<file path="src/rtl/paxi2axi.sv">
// Unified AXI address channel splitter: 2-deep in-order request FIFO
// feeding registered AW/AR channels with per-direction outstanding credit.
module paxi2axi #(
    parameter int ADDR_WIDTH      = 32,
    parameter int MAX_OUTSTANDING = 8,
    localparam int CW             = $clog2(MAX_OUTSTANDING + 1)
) (
    input  logic                  clk,
    input  logic                  rstn,

    input  logic [ADDR_WIDTH-1:0] paxi_aaddr,
    input  logic [7:0]            paxi_alen,
    input  logic [2:0]            paxi_asize,
    input  logic [1:0]            paxi_aburst,
    input  logic                  paxi_atype,
    input  logic                  paxi_avalid,
    output logic                  paxi_aready,

    output logic [ADDR_WIDTH-1:0] axi_awaddr,
    output logic [7:0]            axi_awlen,
    output logic [2:0]            axi_awsize,
    output logic [1:0]            axi_awburst,
    output logic                  axi_awvalid,
    input  logic                  axi_awready,

    output logic [ADDR_WIDTH-1:0] axi_araddr,
    output logic [7:0]            axi_arlen,
    output logic [2:0]            axi_arsize,
    output logic [1:0]            axi_arburst,
    output logic                  axi_arvalid,
    input  logic                  axi_arready,

    input  logic                  axi_bvalid,
    input  logic                  axi_bready,
    input  logic                  axi_rvalid,
    input  logic                  axi_rready,
    input  logic                  axi_rlast,

    output logic [CW-1:0]         wr_outstanding,
    output logic [CW-1:0]         rd_outstanding
);

    typedef struct packed {
        logic                  typ;
        logic [ADDR_WIDTH-1:0] addr;
        logic [7:0]            len;
        logic [2:0]            size;
        logic [1:0]            burst;
    } req_t;

    localparam logic [CW-1:0] MAX_CNT = CW'(MAX_OUTSTANDING);

    req_t       fifo_q [2];
    req_t       head;
    logic       wr_ptr;
    logic       rd_ptr;
    logic [1:0] count;
    logic       ready_q;

    logic push;
    logic pop;
    logic head_valid;
    logic aw_free;
    logic ar_free;
    logic wr_dec;
    logic rd_dec;
    logic wr_credit;
    logic rd_credit;
    logic wr_disp;
    logic rd_disp;

    // ready_q keeps aready low until the first edge after reset release
    assign paxi_aready = ready_q & (count != 2'd2);
    assign push        = paxi_avalid & paxi_aready;
    assign head        = fifo_q[rd_ptr];
    assign head_valid  = (count != 2'd0);

    assign aw_free = ~axi_awvalid | axi_awready;
    assign ar_free = ~axi_arvalid | axi_arready;

    assign wr_dec = axi_bvalid & axi_bready & (wr_outstanding != '0);
    assign rd_dec = axi_rvalid & axi_rready & axi_rlast
                  & (rd_outstanding != '0);

    // a completion in the same cycle frees the credit for this dispatch
    assign wr_credit = (wr_outstanding < MAX_CNT) | wr_dec;
    assign rd_credit = (rd_outstanding < MAX_CNT) | rd_dec;

    assign wr_disp = head_valid & head.typ & aw_free & wr_credit;
    assign rd_disp = head_valid & ~head.typ & ar_free & rd_credit;
    assign pop     = wr_disp | rd_disp;

    always_ff @(posedge clk or negedge rstn) begin
        if (!rstn) begin
            ready_q <= 1'b0;
        end else begin
            ready_q <= 1'b1;
        end
    end

    always_ff @(posedge clk) begin
        if (push) begin
            fifo_q[wr_ptr] <= '{
                typ:   paxi_atype,
                addr:  paxi_aaddr,
                len:   paxi_alen,
                size:  paxi_asize,
                burst: paxi_aburst
            };
        end
    end

    always_ff @(posedge clk or negedge rstn) begin
        if (!rstn) begin
            wr_ptr <= 1'b0;
            rd_ptr <= 1'b0;
            count  <= 2'd0;
        end else begin
            if (push) begin
                wr_ptr <= ~wr_ptr;
            end
            if (pop) begin
                rd_ptr <= ~rd_ptr;
            end
            case ({push, pop})
                2'b10:   count <= count + 2'd1;
                2'b01:   count <= count - 2'd1;
                default: count <= count;
            endcase
        end
    end

    always_ff @(posedge clk or negedge rstn) begin
        if (!rstn) begin
            axi_awvalid <= 1'b0;
            axi_awaddr  <= '0;
            axi_awlen   <= '0;
            axi_awsize  <= '0;
            axi_awburst <= '0;
        end else if (wr_disp) begin
            axi_awvalid <= 1'b1;
            axi_awaddr  <= head.addr;
            axi_awlen   <= head.len;
            axi_awsize  <= head.size;
            axi_awburst <= head.burst;
        end else if (axi_awready) begin
            axi_awvalid <= 1'b0;
        end
    end

    always_ff @(posedge clk or negedge rstn) begin
        if (!rstn) begin
            axi_arvalid <= 1'b0;
            axi_araddr  <= '0;
            axi_arlen   <= '0;
            axi_arsize  <= '0;
            axi_arburst <= '0;
        end else if (rd_disp) begin
            axi_arvalid <= 1'b1;
            axi_araddr  <= head.addr;
            axi_arlen   <= head.len;
            axi_arsize  <= head.size;
            axi_arburst <= head.burst;
        end else if (axi_arready) begin
            axi_arvalid <= 1'b0;
        end
    end

    always_ff @(posedge clk or negedge rstn) begin
        if (!rstn) begin
            wr_outstanding <= '0;
        end else begin
            case ({wr_disp, wr_dec})
                2'b10:   wr_outstanding <= wr_outstanding + CW'(1);
                2'b01:   wr_outstanding <= wr_outstanding - CW'(1);
                default: wr_outstanding <= wr_outstanding;
            endcase
        end
    end

    always_ff @(posedge clk or negedge rstn) begin
        if (!rstn) begin
            rd_outstanding <= '0;
        end else begin
            case ({rd_disp, rd_dec})
                2'b10:   rd_outstanding <= rd_outstanding + CW'(1);
                2'b01:   rd_outstanding <= rd_outstanding - CW'(1);
                default: rd_outstanding <= rd_outstanding;
            endcase
        end
    end

endmodule
</file>
<file path="config.mk">
export PLATFORM = sky130hd
export DESIGN_NAME = paxi2axi
export DESIGN_NICKNAME = d
export VERILOG_FILES = /design/src/rtl/paxi2axi.sv
export SDC_FILE = /design/constraint.sdc
export NUM_CORES = 1
export LEC_CHECK = 0
export CAP_MARGIN = 20
export CORE_MARGIN = 2
export CORE_UTILIZATION = 50
export CTS_BUF_LIST = sky130_fd_sc_hd__clkbuf_16
export DETAILED_ROUTE_END_ITERATION = 10
export PLACE_DENSITY = 0.79
export REMOVE_ABC_BUFFERS = 1
export SLEW_MARGIN = 20
export SYNTH_ARGS = -nofsm -noshare
export SYNTH_HDL_FRONTEND = slang
export SYNTH_SLANG_ARGS = --single-unit
</file>
<file path="constraint.sdc">
create_clock -name clk -period 5.7 [get_ports clk]
set_clock_uncertainty 0.15 [all_clocks]
set_input_delay 0.57 -clock clk [delete_from_list [all_inputs] [get_ports clk]]
set_output_delay 0.57 -clock clk [all_outputs]
set_load 0.01 [all_outputs]
</file>
* Yosys cells after proc, flatten, opt, wreduce, memory -nomap -nowiden
Memory sizes are Yosys's and may differ from the RTL's.
Index checks and enable logic that the tools add are counted.
** Word-level totals
- Register bits :: 105
- RAM bits :: 92
- Bits of input ports :: 56
- Memories :: 1
** Cells by class
- $add $sub $neg :: 6
- $lt $le $gt $ge :: 2
- Equality and inequality tests :: 7
- Muxes and demuxes :: 9
- Bitwise logic cells :: 23
- Reductions and logical operators :: 8
** Memories
- fifo_q :: depth 2, width 46, rd ports 1, clocked after Yosys merged registers in 0, wr ports 1, RTL line 53 : req_t fifo_q [2];
** Operators with widths (number)
- case mux 4 bit (2 select lines) :: 2
- AND 1 bit :: 13
- nonzero test 2 bit :: 6
- adder 4 x 1 -> 4 bit, second input constant :: 2
- less-than comparator 4 bit, second input constant :: 2
- nonzero test 4 bit :: 2
- subtractor 4 x 1 -> 4 bit, second input constant :: 2
- equality test 2 x 1 -> 1 bit, second input constant :: 3
- equality test 2 bit, second input constant :: 3
- 2-to-1 mux 1 bit :: 6
- NOT 1 bit :: 5
- bitwise OR 1 bit :: 5
- case mux 2 bit (2 select lines) :: 1
- adder 2 x 1 -> 2 bit, second input constant :: 1
- != test 2 bit, second input constant :: 1
- subtractor 2 x 1 -> 2 bit, second input constant :: 1

* Depth between registers and ports, before layout
- Word-level depth :: 8
- Depth in mapped cells :: 12
- Gate-level depth less buffers :: 10

* Worst setup path after synthesis
OpenSTA, ideal clock, no wires.
- Path type :: flip-flop to flip-flop
- Start :: reg count[0]
- End :: mem fifo_q[0][0] (netlist name) (enable)
- Library setup time :: 450 ps
- Arrival time :: 2970 ps
- Data required time :: 5100 ps
- Path slack :: 2130 ps
- Cell stages (with the launch flop) :: 5
- Buffers on the path :: 0
- Period minus slack after synthesis :: 3570 ps
- Cells stage by stage :: dfrtp_1 inv_1 a21boi_0 nand2_1 nor2_1
** On the way
- Longest elaborated chain between the ends :: 5
** Ends and longest elaborated chain
- from (decl) :: RTL line 57 : logic [1:0] count;
- from (signal assigned) :: RTL line 126 : 2'b10: count <= count + 2'd1;
- from (signal assigned) :: RTL line 127 : 2'b01: count <= count - 2'd1;
- from (signal assigned) :: RTL line 128 : default: count <= count;
- != test 2 bit :: RTL line 73 : assign paxi_aready = ready_q & (count != 2'd2);
- AND 1 bit :: RTL line 73
- net paxi_aready :: RTL line 17 : output logic paxi_aready,
- AND 1 bit :: RTL line 74 : assign push = paxi_avalid & paxi_aready;
- 2-to-1 mux 1 bit :: RTL line 102 : if (push) begin
- 2-to-1 mux 1 bit (implied by the code) :: RTL line 103 : fifo_q[wr_ptr] <= '{
- to (decl) :: RTL line 53
The timed path passes the listed nets, and every way through them passes these cells.

* Worst setup path in the final report
- Start :: in axi_rlast
- End :: reg count[1]
** On the way
- Longest elaborated chain between the ends :: 7
- Elaborated cells on any way between the ends :: 9
** Ends and longest elaborated chain
- from (decl) :: RTL line 37 : input logic axi_rlast,
- AND 1 bit (*) :: RTL line 82 : assign rd_dec = axi_rvalid & axi_rready & axi_rlast
- AND 1 bit (*) :: RTL line 83 : & (rd_outstanding != '0);
- bitwise OR 1 bit (*) :: RTL line 87 : assign rd_credit = (rd_outstanding < MAX_CNT) | rd_dec;
- AND 1 bit (*) :: RTL line 90 : assign rd_disp = head_valid & ~head.typ & ar_free & rd_credit;
- bitwise OR 1 bit (*) :: RTL line 91 : assign pop = wr_disp | rd_disp;
- net pop :: RTL line 61 : logic pop;
- equality test 2 x 1 -> 1 bit or equality test 2 bit (tied branches) :: RTL line 125 : case ({push, pop})
- case mux 2 bit (2 select lines) or nonzero test 2 bit (tied branches)
The timed path passes the listed nets; every way through them passes the cells marked *.
A chain may end at the register's enable or synchronous reset.

==> metrics.txt <==
Yosys cell types 28; CP Capture Type flop; Synth warnings 0; CTS tree built; core footprint 14400 sq um; clk sinks just under 200; antenna cell count 0; switch share 0.324; CP startpoint kind primary input; worst r2r path cells 7; Detailed Route WL 14200 um; sw power approximately 1.8 mW; top sig layer met4; Seq/Total Area, Yosys 0.737; routed vias/inst 5.25; initial cell density of the core 0.507; crit-path max FO 92; Crit Path Class primary input to flop; worst-case clock buffer depth 2; RSZ-0062 raised after global routing false; Post-Synth Simple-Gate Area 0.0638; R2R Path End count[1]; Mapped Area around 7300 sq um; Pwr Total 5.51 mW; syn_area_per_cell 14.3 sq um; Crit path required time between 5 and 6 ns; synthesis-to-finish area growth 31.4%; compound-cell area share of the yosys netlist 0.0746; Arr. time, crit path 3.15 ns; total global-route track usage 0.187; main combinational cell family by area after synthesis compound AO/OA/AOI/OAI gates; Setup Buffers After CTS 0; Hold WS approximately 0.027 ns; CTS Hold Buffers Added 0; clock slew at reported path FFs 0.06 ns; P_leak ~3.7 nW; CTS root buffer clkbuf_16; post-synthesis adder-cell area fraction 0.0120; Max Cap Viol 0; Post-CTS Resized 0; RePlAce Congestion 0.803; number of global-route vias before repair 4662; crit share post-route 0.519; worst min-delay path class primary input to async pin; Slew @ Worst Pin 0.960 ns; met1 WL 5880 um; average wire per standard cell 16.4 um; min Tclk post-route 2.96 ns; XOR/XNOR Fraction of Synth Area 0.0180; Fin. Hold Viols 0; FILL cells 1029; cell total after placement roughly 830; antenna violations before repair 0; P per Cell Area approximately 570 nW/um^2; DRC viols 0; setup tns final 0 ns; io pins 157; Skew-Pair Late Insertion Delay 0.42 ns; first-pass GRT wire length roughly 23000 um; row count 44; ANT nets after route 0; htree depth 4; clock power share 0.223; Mapped Cells 512; TritonCTS buffer count 17; full die area roughly 16000 sq um; multiplexer share of the synthesized area 0.0703; launch point of the worst reg-to-reg path rd_ptr; Nets 730; DR iter-0 viols 241; first drt pass iteration count 4; Congestion Overflow GR 0; Final Non-Filler Cells 864; Slew Limit Fails 0; Port-buffer cells 156; P_int 3.72 mW; DR WL met3 745 um; wire length on met2 7270 um; ratio of cells with drive above 1 in the final layout 0.0662; Horiz. Die Dim ~120 um; Reg power frac 0.405; Post-DP HPWL 9270 um; Peak VDD IR 0.282 mV; Via Count 4534; R2R Setup Slk 2.80 ns; largest net degree at the start of global routing between 90 and 100; fmax 0.338 GHz; Slew headroom 0.360; # setup viols final 0; die height between 100 and 150 um; Gate power share 0.373; status complete, no violations; register bit total from synthesis 197
-- per-layer routing --
layer  GRT usage  vias to the layer above
met1       0.236                     2249
met5           0                        -
li1            -                     2125
met2       0.311                      141
met4      0.0791                        0
met3      0.0479                       19
-- how the worst max path moves through the flow --
stage                    from           endpoint  slack [ns]  depth (start not counted)
floorplan              rd_ptr  wr_outstanding[2]       -2.27                         10
global placement    axi_rlast           count[1]        2.39                          8
global route        axi_rlast           count[1]        2.53                          8
CTS                 axi_rlast           count[1]        2.71                          8
detailed placement  axi_rlast           count[1]        2.26                          8
finish              axi_rlast           count[1]        2.74                          8
-- cell usage after synthesis (all sizes together) --
master	number	area share
a2111oi	2	0.0058
a21boi	1	0.0010
a21oi	92	0.063
a41oi	2	0.0024
and3	1	0.00086
buf	24	0.022
clkbuf	1	0.00051
conb	1	0.00051
dfrtp	105	0.36
edfxtp	92	0.38
ha	7	0.012
inv	3	0.0015
mux2	3	0.0046
mux2i	48	0.066
nand2	2	0.0010
nand3	1	0.00068
nor2	97	0.050
nor2b	4	0.0034
nor3	2	0.0014
nor4	2	0.0017
nor4b	2	0.0024
o41ai	2	0.0024
or2	3	0.0026
xnor2	5	0.0060
xor2	10	0.012
-- worst max-delay path: stages --
cell and delay, ns:
clkdlybuf4s50_1 0.46, nand3_1 0.15, a2111oi_4 0.39, buf_4 0.77
or2_2 0.27, ha_1 0.25, nor2_1 0.14, xor2_1 0.15
-- cell usage in the layout (no fill, tap or decap) --
| master | count |
|---|---|
| inv_6 | 2 |
| xnor2_1 | 5 |
| o41ai_1 | 2 |
| nor4_1 | 2 |
| nor4b_1 | 2 |
| edfxtp_1 | 92 |
| clkinv_2 | 2 |
| a41oi_1 | 2 |
| buf_4 | 6 |
| ha_1 | 7 |
| nand2_1 | 2 |
| nor3_1 | 2 |
| a21oi_1 | 92 |
| a2111oi_4 | 2 |
| nand3_1 | 1 |
| nor2_4 | 1 |
| inv_1 | 4 |
| conb_1 | 1 |
| dfrtp_1 | 104 |
| xor2_1 | 10 |
| and3_4 | 1 |
| a21boi_0 | 1 |
| clkinv_4 | 1 |
| bufinv_16 | 4 |
| mux2i_1 | 48 |
| mux2_2 | 3 |
| nor2b_1 | 4 |
| clkinvlp_4 | 2 |
| dfrtp_2 | 1 |
| clkbuf_16 | 17 |
| nor2_1 | 96 |
| or2_2 | 3 |
| clkinv_1 | 3 |
| clkdlybuf4s50_1 | 155 |
-- kinds of logic after synthesis --
family                   after synthesis
AO/OA/AOI/OAI                         99
XOR/XNOR                              15
adder cells (fa/ha/maj)                7
buffers and inverters                 28
flip-flops                           197
multiplexers                          51
other                                  1
AND/OR/NAND/NOR                      114
-- registers in the layout, indices dropped and copies added, names as in the netlist, 2 cells and up --
register,cells
fifo_q,92
axi_awsize,3
wr_outstanding,4
axi_arburst,2
count,2
axi_arsize,3
rd_outstanding,4
axi_awlen,8
axi_arlen,8
axi_awaddr,32
axi_araddr,32
axi_awburst,2
-- power groups by stage --
| stage | clock network [mW] | logic (mW) | registers [mW] |
|---|---|---|---|
| after global placement | 0 | 1.99 | 2.24 |
| after detailed placement | 0 | 2.07 | 2.26 |
| final | 1.23 | 2.05 | 2.23 |
| after floorplan | 0 | 0.893 | 2.43 |
| after CTS | 1.25 | 2.08 | 2.23 |
| after global routing | 1.31 | 2.24 | 2.28 |
-- stage by stage --
step                instance area, sq um  worst slack, ns  utilization
floorplan                           7150            -2.27            -
global placement                    9000             2.39        0.624
detailed placement                  9000             2.26        0.624
CTS                                 9610             2.71        0.666
global route                        9620             2.53        0.667
finish                              9620             2.74        0.667
-- cell type report --
| class | count | area (sq um) | share of cell area |
|---|---|---|---|
| flip-flops and latches | 197 | 5390 | 0.561 |
| repair buffers | 161 | 1600 | 0.166 |
| clock inverters | 15 | 186 | 0.0194 |
| clock buffers | 17 | 425 | 0.0442 |
| well taps | 184 | 230 | 0.0239 |
| inverters | 3 | 11.3 | 0.00117 |
| multi-input cells | 287 | 1770 | 0.185 |
No activity file was read; power rests on OpenSTA's default activity.
